$ cat src/rtl/tis_ctrl_pkg.sv
// Shared types for the TIS run/step controller: FSM state encoding and default widths.
package tis_ctrl_pkg;

    localparam int DEFAULT_CYC_W = 24;

    typedef enum logic [2:0] {
        ST_IDLE    = 3'd0,
        ST_CLEAR   = 3'd1,
        ST_RUN     = 3'd2,
        ST_PAUSE   = 3'd3,
        ST_STEP    = 3'd4,
        ST_DONE    = 3'd5,
        ST_TIMEOUT = 3'd6
    } run_state_t;

    function automatic logic isCoreActive(input run_state_t s);
        return (s == ST_RUN) || (s == ST_STEP);
    endfunction

endpackage

$ cat src/rtl/edge_pulse.sv
// Registers a pre-synchronised button level once and emits a one-cycle pulse on its rising edge.
module edge_pulse (
    input  logic clk_i,
    input  logic rst_ni,
    input  logic btn_i,
    output logic pulse_o
);

    logic sync_q;
    logic prev_q;

    always_ff @(posedge clk_i or negedge rst_ni) begin
        if (!rst_ni) begin
            sync_q <= 1'b0;
            prev_q <= 1'b0;
        end else begin
            sync_q <= btn_i;
            prev_q <= sync_q;
        end
    end

    assign pulse_o = sync_q & ~prev_q;

endmodule

$ cat src/rtl/tis_run_ctrl.sv
// Run/step controller for the TIS node array: gates the datapath, soft-resets it on start,
// counts enabled cycles and detects completion. Watchdog built only with TIS_RUN_CTRL_WATCHDOG_EN.
module tis_run_ctrl
    import tis_ctrl_pkg::*;
#(
    parameter int                N_OUT      = 4,
    parameter int                CYC_W      = DEFAULT_CYC_W,
    parameter logic [CYC_W-1:0]  WDOG_LIMIT = CYC_W'(1_000_000),
    parameter int                CLR_CYCLES = 4
) (
    input  logic             clk_i,
    input  logic             rst_ni,
    input  logic             start_btn_i,
    input  logic             step_btn_i,
    input  logic             stop_btn_i,
    input  logic [N_OUT-1:0] complete_i,
    output logic             core_en_o,
    output logic             sub_rst_o,
    output logic [CYC_W-1:0] cycles_o,
    output logic [2:0]       state_o,
    output logic             done_o,
    output logic             timeout_o
);

    localparam logic [3:0] CLR_LAST = 4'(CLR_CYCLES - 1);

    run_state_t       state_q, state_d;
    logic [3:0]       clrCnt_q, clrCnt_d;
    logic [CYC_W-1:0] cycles_q, cycles_d;
    logic             startEv, stepEv, stopEv;
    logic             allComplete;
    logic             coreActive;
    logic             wdogHit;

    edge_pulse u_start (.clk_i(clk_i), .rst_ni(rst_ni), .btn_i(start_btn_i), .pulse_o(startEv));
    edge_pulse u_step  (.clk_i(clk_i), .rst_ni(rst_ni), .btn_i(step_btn_i),  .pulse_o(stepEv));
    edge_pulse u_stop  (.clk_i(clk_i), .rst_ni(rst_ni), .btn_i(stop_btn_i),  .pulse_o(stopEv));

    assign allComplete = &complete_i;
    assign coreActive  = isCoreActive(state_q);

`ifdef TIS_RUN_CTRL_WATCHDOG_EN
    assign wdogHit = coreActive && (cycles_q == WDOG_LIMIT - 1'b1);
`else
    logic unusedWdog;
    assign unusedWdog = ^WDOG_LIMIT;
    assign wdogHit    = 1'b0;
`endif

    always_comb begin
        state_d  = state_q;
        clrCnt_d = clrCnt_q;
        cycles_d = cycles_q;

        if (coreActive && (cycles_q != '1)) begin
            cycles_d = cycles_q + 1'b1;
        end

        // Completion outranks the watchdog and any button event in the same cycle.
        case (state_q)
            ST_IDLE: begin
                if (startEv) state_d = ST_CLEAR;
            end
            ST_CLEAR: begin
                if (clrCnt_q == CLR_LAST) state_d = ST_RUN;
                else                      clrCnt_d = clrCnt_q + 1'b1;
            end
            ST_RUN: begin
                if (allComplete)  state_d = ST_DONE;
                else if (wdogHit) state_d = ST_TIMEOUT;
                else if (stopEv)  state_d = ST_PAUSE;
            end
            ST_PAUSE: begin
                if (allComplete)  state_d = ST_DONE;
                else if (startEv) state_d = ST_RUN;
                else if (stepEv)  state_d = ST_STEP;
            end
            ST_STEP: begin
                if (allComplete)  state_d = ST_DONE;
                else if (wdogHit) state_d = ST_TIMEOUT;
                else              state_d = ST_PAUSE;
            end
            ST_DONE, ST_TIMEOUT: begin
                if (startEv) state_d = ST_CLEAR;
            end
            default: state_d = ST_IDLE;
        endcase

        if (state_q != ST_CLEAR) clrCnt_d = '0;
        // Clearing on the transition itself so a restart from DONE shows zero at once.
        if (state_d == ST_CLEAR) cycles_d = '0;
    end

    always_ff @(posedge clk_i or negedge rst_ni) begin
        if (!rst_ni) begin
            state_q  <= ST_IDLE;
            clrCnt_q <= '0;
            cycles_q <= '0;
        end else begin
            state_q  <= state_d;
            clrCnt_q <= clrCnt_d;
            cycles_q <= cycles_d;
        end
    end

    assign core_en_o = coreActive;
    assign sub_rst_o = (state_q == ST_IDLE) || (state_q == ST_CLEAR);
    assign cycles_o  = cycles_q;
    assign state_o   = state_q;
    assign done_o    = (state_q == ST_DONE);
`ifdef TIS_RUN_CTRL_WATCHDOG_EN
    assign timeout_o = (state_q == ST_TIMEOUT);
`else
    assign timeout_o = 1'b0;
`endif

endmodule

$ cat config.mk
export PLATFORM = sky130hd
export DESIGN_NAME = tis_run_ctrl
export DESIGN_NICKNAME = d
export VERILOG_FILES = /design/src/rtl/tis_ctrl_pkg.sv /design/src/rtl/edge_pulse.sv /design/src/rtl/tis_run_ctrl.sv
export SDC_FILE = /design/constraint.sdc
export NUM_CORES = 1
export LEC_CHECK = 0
export ABC_CLOCK_PERIOD_IN_PS = 2350
export CAP_MARGIN = 10
export CORE_MARGIN = 4
export CORE_UTILIZATION = 54
export CTS_BUF_LIST = sky130_fd_sc_hd__clkbuf_2
export CTS_CLUSTER_DIAMETER = 80
export CTS_CLUSTER_SIZE = 24
export DETAILED_ROUTE_END_ITERATION = 8
export GPL_ROUTABILITY_DRIVEN = 0
export PLACE_DENSITY = 0.82
export SYNTH_ARGS = -nofsm -noshare
export SYNTH_HDL_FRONTEND = slang
export SYNTH_SLANG_ARGS = --single-unit
$ cat constraint.sdc
create_clock -name clk_i -period 2.35 [get_ports clk_i]
set_input_delay 0.3525 -clock clk_i [delete_from_list [all_inputs] [get_ports clk_i]]
set_output_delay 0.3525 -clock clk_i [all_outputs]
set_load 0.03 [all_outputs]
### After elaboration in Yosys (flattened, before gate mapping)

Cells that the tools add are included.

* output and inout port bits: 31
* bits in registers: 37
* logic and storage cells: 51
* bits of input ports: 9

* add/subtract/negate cells: 2
* reductions and logical operators: 9
* bitwise gates (word level): 6
* equality and inequality tests: 11
* mux-type cells: 14

Operators with widths (number)
* 2-to-1 mux 24 bit: 2
* adder 24 x 1 -> 24 bit, second input constant: 1
* 2-to-1 mux 3 bit: 8
* inequality test 24 bit, second input constant: 1
* case mux 3 bit (5 select lines): 1
* 2-to-1 mux 4 bit: 3
* == test 3 bit, second input constant: 3
* == test 3 x 1 -> 1 bit, second input constant: 2
* == test 3 x 2 -> 1 bit, second input constant: 2
* adder 4 x 1 -> 4 bit, second input constant: 1
* == test 4 x 2 -> 1 bit, second input constant: 1
* AND reduction 4 bit: 1
* nonzero test 2 bit: 2
* bitwise AND 1 bit: 3
* zero test 3 bit: 1
* inequality test 3 x 1 -> 1 bit, second input constant: 1
* NOT 1 bit: 3
* OR reduction 3 bit: 1
* logical OR 1 bit: 2
* inequality test 2 x 1 -> 1 bit, second input constant: 1
* AND reduction 2 bit: 1
* logical AND 1 bit: 1

### Depth between registers and ports, before layout

Gate-level depths: netlist (run 1).

* depth after elaboration: 8
* gate-level depth with buffers: 8
* mapped depth without buffers: 6

### By module

A second synthesis (run 1) with hierarchy kept.

* cell total of the unflattened synthesis: 202
* area, all modules: 2049.5 um^2

Modules (own cells, without submodules)
* tis_run_ctrl: sequential area each 775.7 um^2, cells each 193, area an instance 1858.0 um^2, instances 1
* edge_pulse: sequential area each 50.0 um^2, cells each 3, area an instance 63.8 um^2, instances 3

### Worst setup path before layout (run 1)

OpenSTA, ideal clock, no wires.

* path kind: register -> register
* start point: register cycles_q[0], in the netlist cycles_o[0]
* end point: register cycles_q[1], in the netlist cycles_o[1]
* data arrival time: 2.078 ns
* setup time: 0.123 ns
* setup slack: 0.149 ns
* cell stages (with the launch flop): 8
* path through: dfrtp_1 ha_1 nand3_2 or4_4 buf_6 o21ai_4 mux2i_1 a21oi_2

* word-level cells in the longest chain between the ends: 3
* elaborated cells between the ends (all ways): 6

RTL lines
* from (decl): RTL line tis_run_ctrl.sv:29 `logic [CYC_W-1:0] cycles_q, cycles_d;`
* from (signal assigned): RTL line tis_run_ctrl.sv:102 `cycles_q <= cycles_d;`
* adder 24 x 1 -> 24 bit / inequality test 24 bit (equally long branches): RTL line tis_run_ctrl.sv:56, tis_run_ctrl.sv:55
* 2-to-1 mux 24 bit / logical AND 1 bit (equally long branches): RTL line tis_run_ctrl.sv:55 `if (coreActive && (cycles_q != '1)) begin`
* 2-to-1 mux 24 bit / nonzero test 2 bit (equally long branches)

Several ways; a longest one is shown, not always the timed one. The select of a mux whose other input is x is not followed.
A chain may end at the register's enable or synchronous reset.

### Worst setup path after layout (run 1)

* start point: register state_q[2], in the netlist state_o[2]
* end point: output core_en_o

* word-level cells in the longest chain between the ends: 2
* elaborated cells between the ends (all ways): 3

RTL lines
* from (decl): RTL line tis_run_ctrl.sv:27 `run_state_t state_q, state_d;`
* from (signal assigned): RTL line tis_run_ctrl.sv:100 `state_q <= state_d;`
* == test 3 x 2 -> 1 bit / == test 3 bit (equally long branches): RTL line tis_ctrl_pkg.sv:17 `return (s == ST_RUN) || (s == ST_STEP);`
* logical OR 1 bit *: RTL line tis_ctrl_pkg.sv:17
* to (decl): RTL line tis_run_ctrl.sv:17 `output logic core_en_o,`

Mark *: on every way between the ends. The rest lies on a longest branch, timed or not.

==> impl_metrics.env, run 1 <==
export IMPL_fp_row_count=22
export IMPL_place_inst=283
export IMPL_critPathLaunchType="flop"
export IMPL_max_slew_margin=0.4637
export IMPL_vias_per_cell=5.809
export IMPL_setup_violations_final=0
export IMPL_max_stage_delay_ps=470
export IMPL_vias=1702
export IMPL_rsz0062_at_grt="false"
export IMPL_critPathBufInv=2
export IMPL_fin_skew_ps=15.17
export IMPL_syn2layout_area_growth_pct=21.38
export IMPL_fp_coreArea_um2=3716
export IMPL_numCtsBuffers=5
export IMPL_initial_core_util=0.5700
export IMPL_worstPathRequired_ps=2000
export IMPL_period_needed_ps=2192
export IMPL_num_io_pins=40
export IMPL_crit_arrival_ps=1840
export IMPL_drc=0
export IMPL_maxCapViolations=0
export IMPL_first_pass_iters=4
export IMPL_design_die_area_um2=4989
export IMPL_clockBufferDepth=2
export IMPL_register_area_um2=929.6
export IMPL_hold_viol=0
export IMPL_end_kind="primary output"
export IMPL_numPortBuffers=38
export IMPL_async_flop_share=1.000
export IMPL_antennaDiodeCount=0
export IMPL_fillers=294
export IMPL_antenna_found_initial=0
export IMPL_worst_pin_slew_ps=804.4
export IMPL_synthesis_area_um2=2118
export IMPL_status="finished, final reports clean"
export IMPL_grt_pass1_wl_um=7265
export IMPL_cts_hold_buf=0
export IMPL_rrSetupSlack_ps=200
export IMPL_place_ws_ps=94.89
export IMPL_cts_htree_levels=2
export IMPL_yosysMostFrequentCell="dfrtp_1"
export IMPL_path_class="flop to primary output"
export IMPL_postSynthAreaPerCell_um2=10.23
export IMPL_grt_pass1_vias=1604
export IMPL_top_layer="met4"
export IMPL_netlist_top_cells_area="dfrtp_1 44%, xor2_1 3.7%, a21oi_1 3.3%, a22oi_1 2.8%, nor2_1 2.5%"
export IMPL_ys_types=59
export IMPL_die_y_um=70.63
export IMPL_synth_common_cells="37 x dfrtp_1, 14 x a21oi_1, 14 x nor2_1"
export IMPL_ys_ff_latch=37
export IMPL_timing_final_ws_setup_ps=157.8
export IMPL_multi_input_area_um2=1089
export IMPL_wire_per_inst_um=14.25
export IMPL_leakage_nw=0.9875
export IMPL_synth_top_area_frac=0.4371
export IMPL_drv_slew=0
export IMPL_instances_no_fill=293
export IMPL_cp_top_family="buffers and inverters"
export IMPL_ys_flop_type="dfrtp_1"
export IMPL_synth_edff_count=0
export IMPL_grt_overflow=0
export IMPL_yosysSeqAreaShare=0.4371
export IMPL_ctsRootBufferMaster="clkbuf_2"
export IMPL_grt_usage=0.1805
export IMPL_synth_nets=218
export IMPL_clock_sinks=37
export IMPL_dr_wl_met3_um=149
export IMPL_drtIter0Drc=93
export IMPL_powerDensity_nw_per_um2=716.2
export IMPL_path_clk_slew_ps=170
export IMPL_synth_largest_area_cell="dfrtp_1"
export IMPL_crit_chain="buf_4, xnor2_4, nor2_4, dlygate4sd2_1"
export IMPL_setup_tns_ps=0
export IMPL_cp_max_fo=6
export IMPL_crit_slowest_cell="dfrtp_2"
export IMPL_tritoncts="built"
export IMPL_hold_class="primary input to asynchronous set/reset pin"
export IMPL_peakVddDrop_uv=815.7
export IMPL_final_area_um2=2571
export IMPL_period_share=0.9329
export IMPL_netlist_instances=207
export IMPL_clock_latency_ps=380
export IMPL_wl_met2_um=2028
export IMPL_detailed_place_hpwl_um=2990
export IMPL_postPlaceCellArea_um2=2512
export IMPL_fmax_mhz=456.2
export IMPL_final_nets=256
export IMPL_synth_warnings=0
export IMPL_grt_max_degree=38
export IMPL_dieWidth_um=70.63
export IMPL_drive_gt1_frac=0.1429
export IMPL_ant_nets=0
export IMPL_drt_total_wl_um=4176
export IMPL_wl_met1_um=1946
==> report_power, final <==
part | switching (mW) | total (mW) | internal (mW) | leakage, nW
Sequential | 0.0888 | 0.771 | 0.682 | 0.493
Clock | 0.189 | 0.258 | 0.0694 | 0.0265
Combinational | 0.486 | 0.813 | 0.326 | 0.468
Total | 0.764 | 1.84 | 1.08 | 0.988
==> path summary, 6_finish.rpt <==
| kind | from | to | depth (start not counted) |
|---|---|---|---|
| worst max-delay path | state_o[2]$_DFF_PN0_ | core_en_o | 4 |
| worst min-delay path | rst_ni | cycles_o[5]$_DFFE_PN0P_ | 1 |
| worst max register to register | cycles_o[0]$_DFFE_PN0P_ | cycles_o[1]$_DFFE_PN0P_ | 6 |
| worst min register to register | u_step.sync_q$_DFF_PN0_ | u_step.prev_q$_DFF_PN0_ | 0 |
| max in group asynchronous | rst_ni | state_o[1]$_DFF_PN0_ | 1 |
| min in group clk_i | u_step.sync_q$_DFF_PN0_ | u_step.prev_q$_DFF_PN0_ | 0 |
==> cells in the final DEF, fill, tap and decap left out, types with 3 or more instances in the layout <==
master	n
or3_1	7
a21oi_1	14
nand2_1	11
o21ai_0	10
xnor2_1	5
xor2_1	9
nor3_1	4
clkdlybuf4s50_1	36
a22oi_1	8
dfrtp_2	3
dfrtp_1	34
nor2_1	14
buf_4	3
nand4_1	4
o211ai_1	4
inv_1	6
nand3_1	8
clkbuf_2	6
==> final cells by class <==
class                   count  share of cell area
multi-input cells         152              0.4234
clock buffers               6             0.01168
repair buffers             43              0.1698
inverters                   6            0.008759
well taps                  48             0.02336
flip-flops and latches     37              0.3616
clock inverters             1            0.001460
==> kinds of logic (layout without fill, tap and decap cells) <==
logic type	after synthesis	after routing	share of synthesized area
buffers and inverters	18	56	0.04902
AO/OA/AOI/OAI	55	55	0.1967
adder cells (fa/ha/maj)	2	2	0.01181
multiplexers	3	3	0.01477
AND/OR/NAND/NOR	76	76	0.2180
XOR/XNOR	15	15	0.07088
flip-flops	37	37	0.4371
other	1	1	0.001770
==> registers in the layout, summed over array words and instances, names as in the netlist <==
register and cells:
cycles_o 24, clrCnt_q 4, state_o 3, u_start.prev_q 1, u_start.sync_q 1, u_step.prev_q 1, u_step.sync_q 1, u_stop.prev_q 1
u_stop.sync_q 1
==> layer usage <==
layer / GRT usage / vias to the layer above
li1: - / 836
met3: 0.03267 / 4
met1: 0.2470 / 827
met5: 0 / -
met4: 0.08142 / 0
met2: 0.2807 / 35
==> metrics by stage <==
| step | power [mW] | util | hold WS, ps |
|---|---|---|---|
| 6_report | 1.842 | 0.6919 | 34.52 |
| 5_1_grt | 1.958 | 0.6919 | 64.74 |
| 4_1_cts | 1.834 | 0.6855 | 35.36 |
| 3_5_place_dp | 1.576 | 0.6761 | 356.9 |
| 3_3_place_gp | 1.571 | 0.6761 | 354.6 |
| 2_1_floorplan | 1.332 | - | 56.91 |
==> what timing repair did <==
action,in CTS,in global routing
setup endpoints to repair,2,1
buffers inserted,0,3
resized for setup,3,1
pin swaps,0,0
Power figures use the tool's default switching activity.
==> run 2, diff against run 1 <==
--- a/config.mk
+++ b/config.mk
@@ -15,6 +15,7 @@
 export DETAILED_ROUTE_END_ITERATION = 8
 export GPL_ROUTABILITY_DRIVEN = 0
 export PLACE_DENSITY = 0.82
+export SLEW_MARGIN = 20
 export SYNTH_ARGS = -nofsm -noshare
 export SYNTH_HDL_FRONTEND = slang
 export SYNTH_SLANG_ARGS = --single-unit
==> results of run 2 <==
No change in the layout: final DEF, timing and power equal those of run 1.
